### config.mk
export PLATFORM = sky130hd
export DESIGN_NAME = sync_dr_tx
export DESIGN_NICKNAME = d
export VERILOG_FILES = /design/src/rtl/sync_dr_tx.sv
export SDC_FILE = /design/constraint.sdc
export NUM_CORES = 1
export LEC_CHECK = 0
export BUFFER_PORTS_ARGS = -buffer_cell sky130_fd_sc_hd__buf_4
export CORE_UTILIZATION = 55
export DETAILED_ROUTE_END_ITERATION = 7
export PLACE_DENSITY = 0.83
export SLEW_MARGIN = 20
export SYNTH_ARGS = -nofsm -noshare
export SYNTH_HDL_FRONTEND = slang
export SYNTH_SLANG_ARGS = --single-unit
### constraint.sdc
create_clock -name clk -period 2.15 [get_ports clk]
set_input_delay 0.43 -clock clk [delete_from_list [all_inputs] [get_ports clk]]
set_output_delay 0.43 -clock clk [all_outputs]
set_load 0.005 [all_outputs]
### src/rtl/sync_dr_tx.sv
// Dual-rail four-phase transmitter: takes a word, drives its two-rail codeword, then returns to spacer.
// Output updates one cycle after acceptance; in_ready is low from accept until the four-phase return completes.
module sync_dr_tx #(
   parameter int W           = 8,
   parameter     ENC         = "TP",
   parameter int SYNC_STAGES = 2,
   parameter int TIMEOUT     = 1023
) (
   input  logic           clk,
   input  logic           rst_n,
   input  logic [W-1:0]   in_data,
   input  logic           in_valid,
   output logic           in_ready,
   output logic [2*W-1:0] out,
   input  logic           ack_i,
   output logic           busy,
   output logic           timeout_err,
   output logic [15:0]    tx_count
);

   localparam logic        ENC_TP   = (ENC == "TP");
   localparam logic [15:0] TMO_LAST = 16'(TIMEOUT - 1);

   typedef enum logic [1:0] {IDLE, DATA, SPACER, ERR} state_t;

   state_t                 state;
   logic [SYNC_STAGES-1:0] ack_sync;
   logic                   ack_s;
   logic                   run;
   logic [15:0]            timer;
   logic                   timer_hit;

   function automatic logic [2*W-1:0] encode(input logic [W-1:0] d);
      logic [2*W-1:0] r;
      r = '0;
      for (int i = 0; i < W; i++) r[2*i +: 2] = d[i] ? 2'b10 : 2'b01;
      return r;
   endfunction

   assign ack_s     = ack_sync[SYNC_STAGES-1];
   assign timer_hit = (timer == TMO_LAST);

   // Requiring every sync stage clear keeps a high ack that is still in flight
   // (e.g. right after reset) from opening a one-cycle acceptance window.
   assign in_ready  = run && (state == IDLE) && (ack_sync == '0) && ENC_TP;

   always_ff @(posedge clk) begin
      if (!rst_n) begin
         state       <= IDLE;
         ack_sync    <= '0;
         run         <= 1'b0;
         out         <= '0;
         timer       <= '0;
         tx_count    <= '0;
         timeout_err <= 1'b0;
         busy        <= 1'b0;
      end else begin
         ack_sync <= {ack_sync[SYNC_STAGES-2:0], ack_i};
         run      <= 1'b1;
         case (state)
            IDLE: begin
               if (in_valid && in_ready) begin
                  out   <= encode(in_data);
                  state <= DATA;
                  busy  <= 1'b1;
                  timer <= '0;
               end
            end
            DATA: begin
               if (ack_s) begin
                  out   <= '0;
                  state <= SPACER;
                  timer <= '0;
               end else if (timer_hit) begin
                  out         <= '0;
                  state       <= ERR;
                  busy        <= 1'b0;
                  timeout_err <= 1'b1;
               end else begin
                  timer <= timer + 16'd1;
               end
            end
            SPACER: begin
               if (!ack_s) begin
                  state    <= IDLE;
                  busy     <= 1'b0;
                  tx_count <= tx_count + 16'd1;
               end else if (timer_hit) begin
                  state       <= ERR;
                  busy        <= 1'b0;
                  timeout_err <= 1'b1;
               end else begin
                  timer <= timer + 16'd1;
               end
            end
            ERR: begin
               out         <= '0;
               busy        <= 1'b0;
               timeout_err <= 1'b1;
            end
            default: begin
               out   <= '0;
               state <= ERR;
            end
         endcase
      end
   end

endmodule

Word-level counts from Yosys, hierarchy flattened
Index checks and enable logic that the tools add are counted.
{"block": "word_totals", "ff_bits": 55, "output_inout_bits": 35, "wordCells": 65}
{"block": "op_classes", "n_addsub": 2, "eq_ne": 8, "n_mux": 32, "n_bitwise": 1, "reduce_logical": 14}
{"operator": "two-way mux 16 bit", "n": 7}
{"operator": "one-hot mux 16 bit (3 select lines)", "n": 2}
{"operator": "adder 16 x 1 -> 16 bit, second input constant", "n": 2}
{"operator": "two-way mux 2 bit", "n": 12}
{"operator": "== test 16 x 10 -> 1 bit, second input constant", "n": 1}
{"operator": "AND reduction 3 bit", "n": 3}
{"operator": "nonzero test 3 bit", "n": 3}
{"operator": "two-way mux 1 bit", "n": 8}
{"operator": "one-hot mux 2 bit (3 select lines)", "n": 1}
{"operator": "AND reduction 2 bit", "n": 3}
{"operator": "== test 2 bit, second input constant", "n": 2}
{"operator": "logical NOT 2 bit", "n": 2}
{"operator": "inequality test 2 bit, second input constant", "n": 2}
{"operator": "one-hot mux 1 bit (4 select lines)", "n": 1}
{"operator": "logical AND 1 bit", "n": 3}
{"operator": "inequality test 3 bit, second input constant", "n": 1}
{"operator": "one-hot mux 1 bit (3 select lines)", "n": 1}
{"operator": "== test 2 x 1 -> 1 bit, second input constant", "n": 1}
{"operator": "inequality test 2 x 1 -> 1 bit, second input constant", "n": 1}
{"operator": "NOT 1 bit", "n": 1}

Depth between registers and ports, before layout
Gate-level depths: netlist of the first run.
{"block": "depth", "word_depth": 6, "ltp_mapped": 9}

Least setup slack after synthesis of the first run
OpenSTA, ideal clock, no wires.
{"block": "synth_timing", "path_kind": "register -> register", "startpoint": "reg state[0]", "endpoint": "reg timer[5]", "setup_time_ns": 0.127, "arrival_ns": 1.859, "t_required_ns": 2.023, "slack_ns": 0.164, "stages_incl_launch_ff": 10, "path_buffers": 3, "synth_period_minus_slack_ns": 1.986, "path_cell_list": "dfxtp_1 inv_1 ha_1 buf_6 nor2b_1 buf_6 a221o_1 buf_2 o31ai_2 o41ai_1"}
{"block": "synth_via", "elab_chain_cells": 6, "word_cells_on_any_way": 11, "classes_between": "4 x eq/ne; 1 x mux; 6 x reduce/logical"}
{"item": "start, declared", "line": "26", "text": "state_t state;"}
{"item": "start signal, assigned", "line": "49", "text": "state <= IDLE;"}
{"item": "start signal, assigned", "line": "64", "text": "state <= DATA;"}
{"item": "start signal, assigned", "line": "72", "text": "state <= SPACER;"}
{"item": "logical NOT 2 bit", "line": "45, 60"}
{"item": "logical AND 1 bit (2 in series)", "line": "45", "text": "assign in_ready = run && (state == IDLE) && (ack_sync == '0) && ENC_TP;"}
{"item": "logical AND 1 bit", "line": "62", "text": "if (in_valid && in_ready) begin"}
{"item": "inequality test 2 x 1 -> 1 bit (no line)"}
{"item": "AND reduction 3 bit (no line)"}
{"item": "end signal, assigned", "line": "80", "text": "timer <= timer + 16'd1;"}
{"item": "end signal, assigned", "line": "93", "text": "timer <= timer + 16'd1;"}
{"item": "end, declared", "line": "30", "text": "logic [15:0] timer;"}
Several ways; a longest one is shown, not always the timed one.
A chain may end at the register's enable or synchronous reset.

Final worst setup path of the first run
{"block": "layout_timing", "startpoint": "reg state[0]", "endpoint": "out in_ready"}
{"block": "layout_via", "elab_chain_cells": 3}
{"item": "logical NOT 2 bit", "line": "45"}
{"item": "logical AND 1 bit (2 in series)", "line": "45"}
{"item": "end, declared", "line": "13", "text": "output logic in_ready,"}
No other way between the ends.

==> results of run 1 <==
path summary, 6_finish.rpt:
check	to	slack, ns
worst max-delay path	in_ready	0.11
worst min-delay path	out[10]	0.28
worst max register to register	timer[5]	0.17
worst min register to register	out[10]	0.48
logic make-up (layout without fill, tap and decap cells):
logic type                 Yosys count  in the layout
buffers and inverters               17             66
xor gates and xnor gates            14             14
DFF                                 55             55
adders and majority gates            8              8
AOI/OAI and AO/OA                   80             80
and+or+nand+nor                    110            110
muxes                                2              2
area by class of cell:
type                    count  area, um^2  area share
clock buffers               5        68.8      0.0218
multi-input cells         214        1490       0.471
well taps                  52        65.1      0.0206
clock inverters             3        22.5     0.00715
inverters                   7        26.3     0.00834
repair buffers             51         383       0.121
flip-flops and latches     55        1100       0.349
power breakdown:
group,total (uW),internal [uW],switching (uW)
combinational,357,175,182
sequential,1110,1070,36.5
clock,575,234,341
sequential cells by signal (all words and copies together), names as in the netlist:
| register | count |
|---|---|
| state | 2 |
| out | 16 |
| tx_count | 16 |
| ack_sync | 2 |
| run | 1 |
| busy | 1 |
| timeout_err | 1 |
| timer | 16 |
per-layer routing:
layer	wire, um	part of all wire	track usage	vias up
li1	-	-	-	1155
met1	2770	0.47	0.336	1068
met2	2750	0.46	0.418	61
met3	335	0.057	0.0647	6
met4	58	0.0098	0.0741	0
met5	0	0	0	-
worst reg2reg max path: stages, from the launching register on:
cell and delay, ns:
dfxtp_1 0.39, inv_1 0.13, ha_1 0.26, nor2b_1 0.15
a221o_2 0.49, o21a_1 0.24, o31ai_2 0.07, o41ai_1 0.11
cells in the mapped netlist, types with 6 or more instances:
cell type   n  share of area
o31ai_1     6          0.017
nand4_1     9          0.021
xor2_1      9          0.029
inv_1       6         0.0084
nand2_1    24          0.034
nand3_1     9          0.017
nor3_1      6          0.011
ha_1        8          0.037
o2bb2ai_1   8          0.026
and2_1      7          0.016
a31oi_1     6          0.014
o21ai_0    18          0.034
a22o_1      8          0.026
a21oi_1     9          0.017
nor2_1     24          0.034
dfxtp_1    55           0.41
cell usage in the layout, fill, tap and decap left out, drive strengths merged, types with 7 or more instances in the layout:
cell type,n
a21oi,11
dfxtp,55
xor2,9
o31ai,7
o2bb2ai,8
o21ai,20
inv,7
nand4,10
a22o,8
nand3,10
and2,7
nand2,24
nor3,7
ha,8
buf,51
nor2,25
per-stage QoR:
step	power (uW)	area [um^2]	hold slack [ns]
detailed placement	1480	3050	0.451
global route	2140	3150	0.271
floorplan	1340	2670	0.448
CTS	2050	3150	0.272
global placement	1470	3050	0.448
finish	2040	3150	0.281
what timing repair did:
item,in CTS,in global routing
endpoints found under the setup margin,0,7
gates resized for setup,0,4
hold buffers,0,0
==> impl_metrics.yaml, run 1 <==
floorplan:
  ios: 47
  dieWidth_um: 71.7
  die_h_um: 71.7
  core_um2: 4500
  die-area_um2: 5140
  start_util: 0.593
  num_rows: 24
setup_path:
  path_max_fanout: 7
  crit_type: "reg2out"
  worstSetupPathDepth: 4
  cp-startpoint: "state[0]"
  critPathMaxStageDelay_ns: 0.35
  crit_chain: "inv_1 > ha_2 > nor4bb_1 > buf_4"
  required_ns: 1.72
  cp.arrival_ns: 1.61
  crit_buf_inv: 2
  rr_worst_depth: 7
  reg2reg_from: "state[0]"
  end_kind: "output pin"
  slowest_stage: "dfxtp_1"
  path_delay_family: "flip-flops"
  cp-start-kind: "flop"
place:
  routabilityCongestion: 0.847
  hpwl_mm: 4.16
  post-place-cells: 379
  pre_cts_ws_ns: 0.104
  port_buffers: 46
power_and_ir_drop:
  ir_drop_v: 0.000404
  leakage_uw: 0.00123
  power_density_nw_per_um2: 647
grt:
  grt_usage: 0.256
  grt_overflow: 0
  grt_pass1_wl_mm: 10.5
  antenna_found_initial: 0
  grt_pass1_vias: 2219
  grt_start_max_net_pins: 19
min_path:
  holdPathStages: 2
  hp-class: "in2reg"
  hold_start: "in_data[5]"
synthesis:
  synth_compound_area_frac: 0.220
  syn_inst: 286
  synthesis.area_um2: 2670
  synth.area.mux_share: 0.00749
  synthSimpleGateAreaFrac: 0.243
  synth_seq_area_share: 0.412
  syn_nets: 306
  async_reset_ff_frac: 0
  ys_types: 63
  ys_warn_count: 0
  synth-main-ff-cell: "dfxtp_1"
  synth_area_per_cell_um2: 9.34
  synth.ff_latch_count: 55
  synth_top_family_by_area: "simple AND/OR/NAND/NOR gates"
  synth_xor_area_frac: 0.0459
  synth_fa_ha_area_frac: 0.0375
  synth_enable_flop_cells: 0
sta:
  drv_slew: 0
  setup_viol: 0
  max_freq_mhz: 490
  tns_ns: 0
  fin_crit_ns: 2.04
  max_slew.worst_pin.slew_ns: 0.516
  rsz0062_at_grt: "yes"
  relSlewSlack: 0.651
  fin_crit_sh: 0.949
  hold_viol: 0
  layout_setup_ws_ns: 0.110
  fin_worst_skew_ns: 0.0106
drt:
  drt-pass1-iter-count: 4
  vias_per_cell: 5.92
  route.detailed.drc: 0
  vias: 2290
  drt_iter0_markers: 171
  finalWirelength_mm: 5.91
  ant_nets: 0
  wl_per_cell_um: 15.3
clock_network:
  post_cts_buffers: 0
  cts_tree: "yes"
  cts_buffers: 5
  cts_root_buf: "clkbuf_8"
  htreeDepth: 2
  clk_pin_slew_ns: 0.10
  cts.path.max_buffers: 2
  clkLatencyLatePin_ns: 0.31
  numClockSinks: 55
outcome:
  status: "completed"
cells_and_area:
  finalCoreUtilization: 0.700
  area_delta_synth_final_pct: 17.9
  layout.cells.non_filler: 387
  antenna_cells: 0
  drive_gt1_frac: 0.239
  fillers: 383
  nets: 354
run:
  max_cap_viol_count: 0
(Power assumes the default switching activity.)
==> run 2: changes to the inputs <==
==> config.mk (replaced) <==
export PLATFORM = sky130hd
export DESIGN_NAME = sync_dr_tx
export DESIGN_NICKNAME = d
export VERILOG_FILES = /design/src/rtl/sync_dr_tx.sv
export SDC_FILE = /design/constraint.sdc
export NUM_CORES = 1
export LEC_CHECK = 0
export CORE_UTILIZATION = 60
export DETAILED_ROUTE_END_ITERATION = 7
export DONT_BUFFER_PORTS = 1
export PLACE_DENSITY = 0.8
export SLEW_MARGIN = 20
export SYNTH_ARGS = -nofsm -noshare
export SYNTH_HDL_FRONTEND = slang
export SYNTH_SLANG_ARGS = --single-unit
==> impl_metrics.yaml, run 2 (synthesis gave the netlist of run 1 again) <==
setup_path:
  path_max_fanout: 7
  crit_type: "reg2out"
  end_kind: "output pin"
  slowest_stage: "nor4bb_1"
  critPathMaxStageDelay_ns: 0.44
  cp-startpoint: "state[0]"
  required_ns: 1.72
  rr_worst_depth: 8
  r2r_slack_ns: 0.15
  timing.rr.end: "timer[2]"
  crit_chain: "inv_1 > ha_1 > nor4bb_1"
  cp.arrival_ns: 1.59
  cp-start-kind: "flop"
  reg2reg_from: "state[0]"
floorplan:
  dieWidth_um: 68.7
  num_rows: 23
  start_util: 0.645
  ios: 47
  core_um2: 4140
  die_h_um: 68.7
  die-area_um2: 4730
sta:
  max_freq_mhz: 495
  fin_worst_skew_ns: 0.00674
  layout_setup_ws_ns: 0.131
  rsz0062_at_grt: "no"
  max_slew.worst_pin.slew_ns: 0.476
  fin_crit_sh: 0.939
  fin_crit_ns: 2.02
  tns_ns: 0
  setup_viol: 0
  hold_viol: 0
  timing.hold.ws_ns: 0.135
  relSlewSlack: 0.678
  drv_slew: 0
power_and_ir_drop:
  ir_drop_v: 0.000486
  p_seq_frac: 0.578
  leakage_uw: 0.000989
  switching_share: 0.269
  switchingPower_uw: 520
  p_int_uw: 1410
  power_frac_clock: 0.292
  power_density_nw_per_um2: 690
  p_comb_frac: 0.130
cells_and_area:
  final_common_cell: "dfxtp_1"
  fillers: 330
  drive_gt1_frac: 0.110
  layout.cells.non_filler: 340
  layout_common_cells: "55 x dfxtp_1, 24 x nand2_1, 24 x nor2_1"
  largestRegisters: "out (16), timer (16), tx_count (16)"
  area_delta_synth_final_pct: 4.92
  antenna_cells: 0
  nets: 309
clock_network:
  clkLatencyLatePin_ns: 0.31
  cts_buffers: 5
  clk_pin_slew_ns: 0.10
  cts_root_buf: "clkbuf_8"
  cts_tree: "yes"
  htreeDepth: 2
  post_cts_buffers: 0
  cts.path.max_buffers: 2
  numClockSinks: 55
place:
  post-place-cells: 332
  hpwl_mm: 3.89
  pre_cts_ws_ns: 0.179
  routabilityCongestion: 0.911
  port_buffers: 0
drt:
  drt-pass1-iter-count: 4
  finalWirelength_mm: 5.23
  drt_iter0_markers: 121
  vias_per_cell: 6.26
  ant_nets: 0
  route.detailed.drc: 0
  wl_per_cell_um: 15.4
  vias: 2130
outcome:
  status: "completed"
grt:
  antenna_found_initial: 0
  grt_pass1_vias: 1899
  grt_start_max_net_pins: 18
  grt_overflow: 0
  grt_usage: 0.233
  grt_pass1_wl_mm: 8.23
min_path:
  hold_start: "rst_n"
  hp-class: "in2reg"
  hold_path_end: "run"
  holdPathStages: 0
run:
  max_cap_viol_count: 0
[run 2: final cells by class]
cell class | count | area [um^2] | share of cell area
well taps | 50 | 62.6 | 0.0223
clock buffers | 6 | 72.6 | 0.0259
multi-input cells | 214 | 1480 | 0.528
flip-flops and latches | 55 | 1100 | 0.393
inverters | 7 | 26.3 | 0.00937
clock inverters | 2 | 16.3 | 0.00580
repair buffers | 6 | 45.0 | 0.0161
[run 2: metal layers]
metal / vias up / routed length [um] / track usage
met1: 984 / 2440 / 0.302
met2: 72 / 2390 / 0.374
met4: 0 / 51 / 0.0663
li1: 1066 / - / -
met3: 8 / 348 / 0.0691
met5: - / 0 / 0
[run 2: worst max-delay path by stage]
stage / slack [ns] / cells after the start / endpoint
global route: 0.02 / 8 / timer[2]
finish: 0.13 / 3 / in_ready
detailed placement: 0.18 / 8 / timer[2]
global placement: 0.21 / 7 / timer[14]
CTS: 0.12 / 3 / in_ready
floorplan: 0.16 / 9 / timer[5]
[run 2: critical path: cells and delay by family (launching register included)]
family                   cells  cell delay (ns)
buffers and inverters        1             0.15
flip-flops                   1             0.35
adder cells (fa/ha/maj)      1             0.33
AND/OR/NAND/NOR              1             0.44
[run 2: power groups by stage]
stage               registers, uW  clock network (uW)  logic, uW
floorplan                    1130                   0        216
global placement             1140                   0        247
detailed placement           1140                   0        252
CTS                          1120                 577        252
global route                 1130                 616        277
finish                       1120                 565        252
[run 2: through the flow]
step / total power [uW] / instance area [um^2] / util
6_report: 1930 / 2800 / 0.677
5_1_grt: 2020 / 2800 / 0.677
4_1_cts: 1950 / 2800 / 0.676
2_1_floorplan: 1340 / 2670 / -
3_5_place_dp: 1390 / 2710 / 0.655
3_3_place_gp: 1390 / 2710 / 0.655
[run 2: timing repair]
| item | in CTS | in global routing |
|---|---|---|
| hold buffers | 0 | 0 |
| endpoints found under the setup margin | 0 | 1 |
| resized for setup | 0 | 2 |
